<file path="src/rtl/univ_shift_reg_if.sv">
// Bus bundle for the universal shift register: control, serial and
// parallel data inputs plus all register-derived outputs.
interface univ_shift_reg_if #(
  parameter int WIDTH = 8
) ();
  localparam int CNT_W = $clog2(WIDTH);

  logic             en;
  logic [1:0]       mode;
  logic             sin_r;
  logic             sin_l;
  logic [WIDTH-1:0] pin;
  logic [WIDTH-1:0] pout;
  logic             sout_r;
  logic             sout_l;
  logic [CNT_W-1:0] shift_cnt;
  logic             frame_done;

  // Driver side (stimulus / upstream logic).
  modport master (
    output en, mode, sin_r, sin_l, pin,
    input  pout, sout_r, sout_l, shift_cnt, frame_done
  );

  // Register side.
  modport slave (
    input  en, mode, sin_r, sin_l, pin,
    output pout, sout_r, sout_l, shift_cnt, frame_done
  );
endinterface

</file>
<file path="src/rtl/univ_shift_reg.sv">
// Universal shift register: hold, shift right, shift left, parallel load.
// A frame counter tracks consecutive same-direction shifts and raises a
// one-cycle frame_done pulse on every WIDTH-th shift of a frame. A change
// of shift direction mid-frame restarts the frame at count 1.
module univ_shift_reg #(
  parameter int               WIDTH   = 8,
  parameter logic [WIDTH-1:0] RST_VAL = '0
) (
  input logic             clk,
  input logic             rst,
  univ_shift_reg_if.slave bus
);

  localparam int               CNT_W    = $clog2(WIDTH);
  localparam logic [CNT_W-1:0] CNT_LAST = CNT_W'(WIDTH - 1);
  localparam logic [CNT_W-1:0] CNT_ONE  = CNT_W'(1);

  typedef enum logic {
    DIR_RIGHT = 1'b0,
    DIR_LEFT  = 1'b1
  } dir_e;

  logic [WIDTH-1:0] q_q,    q_d;
  logic [CNT_W-1:0] cnt_q,  cnt_d;
  dir_e             dir_q,  dir_d;
  logic             done_q, done_d;

  logic is_shift;
  dir_e shift_dir;

  // Decode whether this edge is a shift and in which direction.
  always_comb begin
    is_shift  = bus.en && (bus.mode == 2'b01 || bus.mode == 2'b10);
    shift_dir = (bus.mode == 2'b10) ? DIR_LEFT : DIR_RIGHT;
  end

  // Next-state: data path per mode, then frame counting on shift edges.
  always_comb begin
    q_d    = q_q;
    cnt_d  = cnt_q;
    dir_d  = dir_q;
    done_d = 1'b0;

    if (bus.en) begin
      unique case (bus.mode)
        2'b00: q_d = q_q;
        2'b01: q_d = {bus.sin_r, q_q[WIDTH-1:1]};
        2'b10: q_d = {q_q[WIDTH-2:0], bus.sin_l};
        2'b11: begin
          q_d   = bus.pin;
          cnt_d = '0;
        end
      endcase
    end

    if (is_shift) begin
      // Reversing direction mid-frame discards the partial frame; this
      // shift becomes the first of a new one.
      if (cnt_q != '0 && shift_dir != dir_q) begin
        cnt_d = CNT_ONE;
      end else if (cnt_q == CNT_LAST) begin
        cnt_d  = '0;
        done_d = 1'b1;
      end else begin
        cnt_d = cnt_q + CNT_ONE;
      end
      dir_d = shift_dir;
    end
  end

  // State registers; frame_done is rewritten every edge so it self-clears.
  always_ff @(posedge clk or posedge rst) begin
    if (rst) begin
      q_q    <= RST_VAL;
      cnt_q  <= '0;
      dir_q  <= DIR_RIGHT;
      done_q <= 1'b0;
    end else begin
      q_q    <= q_d;
      cnt_q  <= cnt_d;
      dir_q  <= dir_d;
      done_q <= done_d;
    end
  end

  assign bus.pout       = q_q;
  assign bus.sout_r     = q_q[0];
  assign bus.sout_l     = q_q[WIDTH-1];
  assign bus.shift_cnt  = cnt_q;
  assign bus.frame_done = done_q;

endmodule

</file>
<file path="src/flat_wrapper.sv">
// flat-port wrapper written by rule: the top's interface ports become plain ports
module univ_shift_reg_flat 
#(
  parameter int               WIDTH   = 8,
  parameter logic [WIDTH-1:0] RST_VAL = '0
)
  (clk, rst, bus_en, bus_mode, bus_sin_r, bus_sin_l, bus_pin, bus_pout, bus_sout_r, bus_sout_l, bus_shift_cnt, bus_frame_done);
  univ_shift_reg_if #(.WIDTH(WIDTH)) bus_i ();
  input logic clk;
  input logic rst;
  input wire logic [$bits(bus_i.en)-1:0] bus_en;
  input wire logic [$bits(bus_i.mode)-1:0] bus_mode;
  input wire logic [$bits(bus_i.sin_r)-1:0] bus_sin_r;
  input wire logic [$bits(bus_i.sin_l)-1:0] bus_sin_l;
  input wire logic [$bits(bus_i.pin)-1:0] bus_pin;
  output wire logic [$bits(bus_i.pout)-1:0] bus_pout;
  output wire logic [$bits(bus_i.sout_r)-1:0] bus_sout_r;
  output wire logic [$bits(bus_i.sout_l)-1:0] bus_sout_l;
  output wire logic [$bits(bus_i.shift_cnt)-1:0] bus_shift_cnt;
  output wire logic [$bits(bus_i.frame_done)-1:0] bus_frame_done;
  assign bus_i.en = bus_en;
  assign bus_i.mode = bus_mode;
  assign bus_i.sin_r = bus_sin_r;
  assign bus_i.sin_l = bus_sin_l;
  assign bus_i.pin = bus_pin;
  assign bus_pout = bus_i.pout;
  assign bus_sout_r = bus_i.sout_r;
  assign bus_sout_l = bus_i.sout_l;
  assign bus_shift_cnt = bus_i.shift_cnt;
  assign bus_frame_done = bus_i.frame_done;
  univ_shift_reg #(.WIDTH(WIDTH), .RST_VAL(RST_VAL)) u_core (.clk(clk), .rst(rst), .bus(bus_i));
endmodule
</file>
<file path="config.mk">
export PLATFORM = sky130hd
export DESIGN_NAME = univ_shift_reg_flat
export DESIGN_NICKNAME = d
export VERILOG_FILES = /design/src/rtl/univ_shift_reg_if.sv /design/src/rtl/univ_shift_reg.sv /design/src/flat_wrapper.sv
export SDC_FILE = /design/constraint.sdc
export NUM_CORES = 1
export LEC_CHECK = 0
export ABC_CLOCK_PERIOD_IN_PS = 2000
export CAP_MARGIN = 10
export CORE_MARGIN = 3
export CORE_UTILIZATION = 45
export CTS_CLUSTER_SIZE = 16
export DETAILED_ROUTE_END_ITERATION = 12
export PLACE_DENSITY = 0.79
export SETUP_SLACK_MARGIN = 0.4
export SLEW_MARGIN = 10
export SYNTH_ARGS = -nofsm -noshare
export SYNTH_HDL_FRONTEND = slang
export SYNTH_SLANG_ARGS = --single-unit
</file>
<file path="constraint.sdc">
create_clock -name clk -period 2 [get_ports clk]
set_input_delay 0.5 -clock clk [delete_from_list [all_inputs] [get_ports clk]]
set_output_delay 0.5 -clock clk [all_outputs]
set_load 0.02 [all_outputs]
</file>
==> qor.log <==
INFO  pwr            vdd_ir_drop_max=0.833mV
INFO  drt            route.final.wire_length=1870um
INFO  cts            cts.reportedPaths.clkPinSlew=0.07ns
INFO  critical_path  timing.critical_path.fanout_max=4
INFO  synth          synth-edff-count=0
INFO  drt            detailedRoute.firstPassIterationCount=3
INFO  cts            numCtsBuffers=3
INFO  die            io-pin-count=29
INFO  final_layout   numnets_final=131
INFO  cts            cts.repair_timing.setup_buffer_count=0
INFO  synth          netlist_top_cells_count=13 x dfrtp_1, 9 x nand2_1, 8 x a21oi_1, 8 x a22o_2, 8 x o21ai_0
INFO  min_path       holdCritPathClass=reg2reg
INFO  place          detailedPlace.worstSlack=-0.0622ns
INFO  grt            first_pass_grt_wire_length=3080um
INFO  synth          synth-seq-area-share=0.427
INFO  pwr            pwr_density_cell=858mW/mm^2
INFO  timing         timing.final.max_slew_violations=0
INFO  timing         grt_setup_unrepaired=no
INFO  synth          syn-instance-count=76
INFO  timing         final.period_utilization=0.770
INFO  drt            ant_nets=0
INFO  die            rows=14
INFO  cts            clockRootBuffer=clkbuf_4
INFO  place          final_weighted_congestion_in_routability_driven_placement=0.822
INFO  synth          synth_top_area_cell=dfrtp_1
INFO  critical_path  worst_path_largest_cell_delay=0.40ns
INFO  cts            cts.htree.levels=1
INFO  die            start_util=0.494
INFO  outcome        status=finished, final reports clean
INFO  timing         finalSetupViolCount=0
INFO  drt            routed-via-count=685
INFO  drt            vias_per_cell=5.48
INFO  critical_path  slowest_stage=dfrtp_1
INFO  critical_path  worstSetupPathType=reg2out
INFO  critical_path  timing.critical_path.cells=dlygate4sd2_1
INFO  drt            route.detailed.drc=0
INFO  pwr            design_power_total=0.000964W
INFO  grt            grt_antenna_before_repair=0
INFO  synth          synth_largest_type_area_fraction=0.427
INFO  place          numPortBuffers=28
INFO  die            fp.coreArea=0.00154mm^2
INFO  final_layout   layout-drive-gt1-share=0.239
INFO  die            die-area=0.00222mm^2
INFO  grt            grt_max_degree=14
INFO  critical_path  worstPathBufferInverterCount=1
INFO  timing         slew_headroom=0.668
INFO  cts            cts.sinks=13
INFO  die            width_of_the_chip=47.2um
INFO  critical_path  setup.worst_path.start_class=flip-flop
INFO  grt            grt-ovfl-total=0
INFO  critical_path  cp_data_arrival_time=1.04ns
INFO  place          detailed_place_hpwl=1430um
INFO  cts            clk-insertion-delay-late=0.28ns
INFO  synth          synth_most_common_cell=dfrtp_1
INFO  timing         worstMarginPinSlew=0.497ns
INFO  synth          syn-num-nets=97
INFO  cts            tritoncts=built
INFO  timing         hold-worst-slack=0.530ns
INFO  job            drv.max_cap_violation_count=0
INFO  critical_path  cp-end-kind=primary output
INFO  critical_path  cp_top_family=flip-flops
INFO  timing         hold_viol_final=0
INFO  cts            ctsLongestPathBuffers=2
INFO  timing         clock_skew=0.00116ns
INFO  pwr            cellLeakagePower=0.554nW
INFO  synth          mappedNetlistArea=762um^2
INFO  synth          post_synth.cell_area_avg=10.0um^2
INFO  synth          synth.ff_latch_count=13
INFO  drt            number_of_violations_reported_at_the_end_of_detailed_routing_iteration_0=5
INFO  final_layout   number_of_diodes_added_for_antenna_fixing=0
INFO  final_layout   fillers=142
INFO  drt            wire_per_inst=15.0um
INFO  timing         highest_clock_rate=650MHz
INFO  synth          asyncSetResetFlopFracSynth=1.00
INFO  grt            total_global_routing_track_utilization=0.208
INFO  timing         finalWorstSetupSlack=0.460ns
INFO  timing         layout_min_cycle_time=1.54ns
INFO  grt            first_global_vias=707
INFO  synth          postSynth.topFlopCell=dfrtp_1
INFO  final_layout   area_growth_synth_to_finish=47.5%
INFO  die            chip_height=47.2um
INFO  synth          synth-warning-count=0
INFO  synth          ys_top_cells_by_area=dfrtp_1 43%, a22o_2 11%, ha_1 9.9%
INFO  synth          post_synth_num_cell_types=20
INFO  critical_path  critical_path_required=1.50ns
-- where the power goes --
part           internal [W]  switching (W)  leakage (nW)
Sequential         0.000325      0.0000688         0.168
Clock             0.0000777      0.0000856        0.0150
Combinational      0.000186       0.000222         0.371
Total              0.000588       0.000376         0.554
-- metal layers --
layer,vias up,global-route usage,wire (um)
met5,-,0,0
met4,0,0.133,48
met3,7,0.0881,141
met2,21,0.333,957
met1,321,0.224,724
li1,336,-,-
-- area by class of cell --
| type | count | area, um^2 | area share |
|---|---|---|---|
| flip-flops and latches | 13 | 325 | 0.290 |
| inverters | 6 | 22.5 | 0.0200 |
| clock buffers | 4 | 26.3 | 0.0234 |
| well taps | 16 | 20.0 | 0.0178 |
| repair buffers | 34 | 325 | 0.290 |
| multi-input cells | 52 | 404 | 0.360 |
-- through the flow --
stage                     utilization  std cells  cell area [um^2]   TNS [ns]
after floorplan                     -         76               762          0
after global placement          0.709        121              1090  -0.000537
after detailed placement        0.709        121              1090     -0.219
after CTS                       0.732        125              1130          0
after global routing            0.729        125              1120          0
final                           0.729        125              1120          0
-- final timing paths --
kind,start,depth (start not counted),end,slack [ns]
setup / recovery,u_core.bus.pout[0]$_DFFE_PP0P_,1,bus_sout_r,0.46
hold / removal,u_core.bus.pout[7]$_DFFE_PP0P_,2,u_core.bus.pout[7]$_DFFE_PP0P_,0.53
setup reg to reg,u_core.bus.shift_cnt[0]$_DFFE_PP0P_,3,u_core.bus.shift_cnt[2]$_DFFE_PP0P_,0.74
hold reg to reg,u_core.bus.pout[7]$_DFFE_PP0P_,2,u_core.bus.pout[7]$_DFFE_PP0P_,0.53
max in group asynchronous,rst,2,u_core.bus.shift_cnt[2]$_DFFE_PP0P_,1.13
min in group asynchronous,rst,2,u_core.bus.frame_done$_DFF_PP0_,0.54
-- sequential cells by signal, summed over array words and instances (netlist names) --
name / cells
u_core.dir_q: 1
u_core.bus.frame_done: 1
u_core.bus.pout: 8
u_core.bus.shift_cnt: 3
-- cell usage in the layout (no fill, tap or decap) --
master           instances
xor2_1                   1
inv_1                    5
a32o_1                   2
clkbuf_1                 1
a22o_2                   8
ha_1                     4
clkbuf_4                 3
dlygate4sd2_1           12
a21oi_1                  7
inv_2                    1
clkdlybuf4s50_1         12
clkbuf_2                 2
nor2_8                   1
o21ai_1                  4
o21ai_0                  7
and3_2                   1
buf_12                   2
nand2b_1                 1
nor2_1                   1
dfrtp_1                 13
clkdlybuf4s15_1          2
buf_4                    4
nand2_1                  9
a21oi_2                  1
a22oi_1                  1
ha_4                     2
and2_1                   1
mux2_2                   1
-- kinds of logic after synthesis --
family,synth area share
flops,0.427
mux,0.0148
fa+ha+maj,0.0985
buf+inv,0.0804
simple gates,0.102
xor+xnor,0.0115
compound gates,0.266
-- timing repair --
action / in CTS / in global routing
pin swaps: 1 / 0
hold endpoints to repair: 0 / 0
endpoints found under the setup margin: 27 / 4
hold buffers: 0 / 0
gates resized for setup: 23 / 6
Note: power is estimated with default switching activity, not from simulation.
==> RTL edit 1 (same flow settings) <==
`WIDTH` is set to 8 in 3 places; all go to 16.
--- a/src/rtl/univ_shift_reg_if.sv
+++ b/src/rtl/univ_shift_reg_if.sv
@@ -3,3 +3,3 @@
 interface univ_shift_reg_if #(
-  parameter int WIDTH = 8
+  parameter int WIDTH = 16
 ) ();
--- a/src/rtl/univ_shift_reg.sv
+++ b/src/rtl/univ_shift_reg.sv
@@ -5,3 +5,3 @@
 module univ_shift_reg #(
-  parameter int               WIDTH   = 8,
+  parameter int               WIDTH   = 16,
   parameter logic [WIDTH-1:0] RST_VAL = '0
--- a/src/flat_wrapper.sv
+++ b/src/flat_wrapper.sv
@@ -3,3 +3,3 @@
 #(
-  parameter int               WIDTH   = 8,
+  parameter int               WIDTH   = 16,
   parameter logic [WIDTH-1:0] RST_VAL = '0
Interface: changed (resized bus_pin, bus_pout and bus_shift_cnt); port bits go from 29 to 46. The function was not compared with the original's and may differ.
==> RTL edit 1 against the unedited design <==
- synthesized area up 61%
- sequential cell count up 9
- clock skew up 0.0095 ns
- final cell count up 68%
- setup slack worse by 0.0065 ns
- global-route usage down 1.8 points
- worst hold slack worse by 0.016 ns
- wire length up 61%
- count of clock-buffer cells in the layout unchanged
- power up 59%
- design area up 59%
- maximum frequency down 0.42%
- critical path type unchanged
- critical endpoint is now bus_pout[12]
- largest power group is now registers
==> RTL edit 1: results (changes against the unedited design) <==
detailed placement HPWL - 2220 µm (was 1430 µm)
routed wire length - 3010 µm (was 1870 µm)
Clock Latency Late Sink - 0.30 ns (was 0.28 ns)
root buf cell - clkbuf_4 (unchanged)
pin count of the biggest net entering global routing - 33 (was 14)
max reg flops - 16 (was 8)
share of cells above drive strength 1 - 20.0% (was 23.9%)
CTS buffer count - 3 (unchanged)
status - complete, no violations (unchanged)
busiest grt layer - met2 (unchanged)
met3 Use GR - 3.34% (was 8.81%)
Setup Skew - 0.0106 ns (was 0.00116 ns)
Clock Path Buffers - 2 (unchanged)
Worst-path clk slew - 0.12 ns (was 0.07 ns)
reg2reg end - u_core.bus.shift_cnt[0] (was u_core.bus.shift_cnt[2])
Post-CTS Repair Setup Buffers - 0 (unchanged)
Gates resized, CTS repair - 36 (was 23)
Crit Path Max Fanout - 4 (unchanged)
Initial DRC Count - 63 (was 5)
ant diodes - 0 (unchanged)
most frequent cells after synthesis - 22 x dfrtp_1, 21 x nand2_1, 18 x a22o_1, 17 x a21oi_1, 17 x o21ai_0 (was 13 x dfrtp_1, 9 x nand2_1, 8 x a21oi_1, 8 x a22o_2, 8 x o21ai_0)
first-pass GRT wire length - 5020 µm (was 3080 µm)
top_reg_cell synth - dfrtp_1 (unchanged)
Total Routing Usage GR - 19.0% (was 20.8%)
Synthesized Nets - 159 (was 97)
Vias/cell - 5.55 (was 5.48)
Rel. slew slack - 76.1% (was 66.8%)
vias in the first global route - 1153 (was 707)
Largest stage delay, worst path - 0.42 ns (was 0.40 ns)
critical path's slowest cell - dfrtp_1 (unchanged)
Pleak - 0.827 nW (was 0.554 nW)
uppermost layer routed - met3 (was met4)
Yosys cell types - 25 (was 20)
H-tree levels - 1 (unchanged)
GP Congestion - 0.822 (about the same)
met1 GRT Util - 24.3% (was 22.4%)
Hold Crit Class - in -> async (was reg -> reg)
met3 routed WL - 226 µm (was 141 µm)
reg2reg setup slack - 0.46 ns (was 0.74 ns)
family with the most delay on the worst path - flip-flops (unchanged)
M1 WL - 1300 µm (was 724 µm)
Seq/Total Area, Yosys - 44.9% (was 42.7%)
ys async rst share - 100% (unchanged)
Reg-to-Reg Start - u_core.bus.shift_cnt[0] (unchanged)
Initial DRT Pass Iterations - 4 (was 3)
Reg2Reg Depth - 5 (was 3)
fin nets - 209 (was 131)
maximum vdd drop - 0.739 mV (was 0.833 mV)
Worst EP arrival - 1.05 ns
warnings from Yosys - 0 (unchanged)
Buffers on Ports - 45 (was 28)
grt met2 use - 31.8% (was 33.3%)
met2 wire len - 1480 µm (was 957 µm)
leading post-synthesis cells by cell area - dfrtp_1 45%, a22o_1 13%, a21oi_1 6.9% (was dfrtp_1 43%, a22o_2 11%, ha_1 9.9%)
initial antenna violation count - 0 (unchanged)
## RTL edit 1: cell count changes after synthesis, moves of 8 or more
cell and change:
o21ai_0 +9, nand2_1 +12, a22o_1 +18, dfrtp_1 +9, a22o_2 -8, a21oi_1 +9
## RTL edit 1: report_power, final
part | internal [mW] | total (mW) | switching (mW)
combinational | 0.301 | 0.636 | 0.335
clock | 0.111 | 0.237 | 0.126
sequential | 0.540 | 0.658 | 0.118
total | 0.951 | 1.53 | 0.579
## RTL edit 1: logic make-up (layout without fill, tap and decap cells)
group	count (synthesis)	count (layout)	synth area share, %
AO/OA/AOI/OAI	56	56	29.4
XOR/XNOR	1	1	0.714
adder cells (fa/ha/maj)	5	5	5.10
buffers and inverters	16	65	6.22
flip-flops	22	22	44.9
multiplexers	2	2	1.73
AND/OR/NAND/NOR	29	29	12.0
## RTL edit 1: worst max-delay path by stage
stage	startpoint	endpoint	slack (ns)
floorplan	bus_mode[0]	u_core.bus.pout[0]	0.46
global placement	bus_mode[0]	u_core.bus.pout[2]	-0.03
detailed placement	bus_mode[0]	u_core.bus.pout[2]	-0.13
CTS	u_core.bus.shift_cnt[2]	bus_shift_cnt[2]	0.34
global route	u_core.bus.pout[1]	bus_pout[1]	0.40
finish	u_core.bus.pout[12]	bus_pout[12]	0.45
## RTL edit 1: per-stage QoR
step                worst slack, ns  std cells  area, µm²  hold WS, ns
global route                  0.400        210       1790        0.545
finish                        0.454        210       1790        0.514
detailed placement           -0.132        206       1760        0.515
CTS                           0.336        210       1800        0.518
floorplan                     0.465        131       1230        0.489
global placement            -0.0341        206       1760        0.514
## RTL edit 1: layout make-up
class,instances,area [µm²]
Inverter,6,22.5
Fill cell,210,758
Multi-Input combinational cell,93,633
Timing Repair Buffer,55,504
Clock buffer,4,36.3
Tap cell,30,37.5
Sequential cell,22,553
==> RTL edit 2 (same settings) <==
Made on the original files. Make the reset (`rst`) synchronous in one clocked block.
--- a/src/rtl/univ_shift_reg.sv
+++ b/src/rtl/univ_shift_reg.sv
@@ -71,3 +71,3 @@
   // State registers; frame_done is rewritten every edge so it self-clears.
-  always_ff @(posedge clk or posedge rst) begin
+  always_ff @(posedge clk) begin
     if (rst) begin
Behaviour: differs if rst is asserted again (counterexample within 4 cycles, from zero or initial values and one cycle with rst high); with rst held inactive, the same outputs for 10 cycles.
==> RTL edit 2 against the unedited design <==
- sequential cell count unchanged
- wire length decreased by 0.96%
- die area decreased by 7.6%
- setup slack got worse by 0.013 ns
- synthesized area decreased by 8.7%
- synthesized cell count increased by 3.9%
- sequential share of layout area decreased by 3.2 points
- design area decreased by 10%
Power is not compared: it rests on default switching activity, and its combinational part moved more than twofold at a synthesized area within 25%.
==> RTL edit 2: results (changes against the unedited design) <==
Largest stage delay, worst path - 0.42 ns (was 0.40 ns)
Seq/Total Area, Yosys - 37.4% (was 42.7%)
Synthesized Nets - 100 (was 97)
detailed placement HPWL - 1290 µm (was 1430 µm)
first-pass GRT wire length - 3040 µm (was 3080 µm)
placed insts - 119 (was 121)
Crit Path Max Fanout - 5 (was 4)
WL/cell - 15.0 µm (about the same)
Total Routing Usage GR - 20.3% (was 20.8%)
met3 routed WL - 150 µm (was 141 µm)
Yosys cell types - 23 (was 20)
leading post-synthesis cells by cell area - dfxtp_1 37%, ha_1 11%, a22oi_1 8.6% (was dfrtp_1 43%, a22o_2 11%, ha_1 9.9%)
Setup Skew - 0.00103 ns (was 0.00116 ns)
Reg-to-Reg Start - u_core.bus.shift_cnt[0] (unchanged)
share of cells above drive strength 1 - 8.26% (was 23.9%)
most frequent cells after synthesis - 13 x dfxtp_1, 10 x nand2_1, 8 x a22oi_1, 8 x a31oi_1 (was 13 x dfrtp_1, 9 x nand2_1, 8 x a21oi_1, 8 x a22o_2, 8 x o21ai_0)
Hold Startpoint - u_core.dir_q (was u_core.bus.pout[7])
status - complete, no violations (unchanged)
pin count of the biggest net entering global routing - 11 (was 14)
routed wire length - 1850 µm (was 1870 µm)
top_reg_cell synth - dfxtp_1 (was dfrtp_1)
Reg2Reg Depth - 5 (was 3)
Hold Slack - 0.476 ns (was 0.530 ns)
Worst Hold End - u_core.dir_q (was u_core.bus.pout[7])
reg2reg end - u_core.bus.shift_cnt[1] (was u_core.bus.shift_cnt[2])
vias in the first global route - 701 (was 707)
reg2reg setup slack - 0.78 ns (was 0.74 ns)
Initial DRC Count - 18 (was 5)
Post-Syn Instances - 79 (was 76)
met2 wire len - 795 µm (was 957 µm)
Rel. slew slack - 80.9% (was 66.8%)
Post-CTS Repair Setup Buffers - 0 (unchanged)
Initial DRT Pass Iterations - 4 (was 3)
critical path's slowest cell - dfxtp_1 (was dfrtp_1)
M1 WL - 898 µm (was 724 µm)
GP Congestion - 0.794 (was 0.822)
ys async rst share - 0% (was 100%)
-- RTL edit 2: cell count changes after synthesis, sizes merged, moves of 7 or more --
cell	before	now
a21oi	8	1
a22o	8	0
a22oi	1	8
a31oi	0	8
dfrtp	13	0
dfxtp	0	13
-- RTL edit 2: how the worst max path moves through the flow --
stage | start | end | slack [ns] | cells after the start
2_1_floorplan | bus_mode[0] | u_core.bus.shift_cnt[1] | 0.59 | 4
3_3_place_gp | bus_mode[0] | u_core.bus.shift_cnt[1] | 0.05 | 5
3_5_place_dp | bus_mode[0] | u_core.bus.pout[3] | -0.01 | 7
4_1_cts | u_core.bus.shift_cnt[0] | bus_shift_cnt[0] | 0.45 | 1
5_1_grt | u_core.bus.shift_cnt[0] | bus_shift_cnt[0] | 0.40 | 1
6_report | u_core.bus.shift_cnt[0] | bus_shift_cnt[0] | 0.45 | 1
-- RTL edit 2: cell type report --
class | instances | area [µm²]
inverters | 6 | 22.5
flip-flops and latches | 13 | 260
multi-input cells | 56 | 394
fillers | 117 | 373
well taps | 15 | 18.8
clock buffers | 4 | 26.3
repair buffers | 30 | 288
-- RTL edit 2: through the flow --
stage | setup slack, ns | instance area, µm² | TNS, ns
final | 0.447 | 1010 | 0
after global routing | 0.404 | 1010 | 0
after CTS | 0.447 | 1010 | 0
after detailed placement | -0.0120 | 983 | -0.0121
after global placement | 0.0452 | 983 | 0
after floorplan | 0.588 | 696 | 0
-- RTL edit 2: cells by family (layout without fill, tap and decap cells) --
group	count (synthesis)	in the layout	share of synthesized area, %
AOI/OAI and AO/OA	31	31	29.0
xor gates and xnor gates	1	1	1.26
adders and majority gates	6	6	10.8
buffers and inverters	11	40	8.81
DFF	13	13	37.4
and+or+nand+nor	17	18	12.8
-- RTL edit 2: per-layer routing --
| layer | vias up | GRT usage, % |
|---|---|---|
| met3 | 2 | 4.78 |
| met2 | 34 | 29.1 |
| met1 | 337 | 27.5 |
| met5 | - | 0 |
| met4 | 0 | 11.7 |
| li1 | 350 | - |
-- RTL edit 2: power by group through the flow --
stage               logic, mW  clock network [mW]  registers, mW
finish                  0.159               0.167          0.292
global route            0.174               0.180          0.294
CTS                     0.159               0.169          0.292
detailed placement      0.167                   0          0.298
global placement        0.164                   0          0.297
floorplan              0.0713                   0          0.314
-- RTL edit 2: worst reg2reg max path: cells and delay by family (launching register included) --
kind	cells	cell delay [ns]
flops	1	0.42
compound gates	2	0.38
buf+inv	2	0.14
fa+ha+maj	1	0.19
-- RTL edit 2: what timing repair did --
action,CTS,global route
setup endpoints to repair,26,0
endpoints found under the hold margin,0,0
resized for setup,19,0
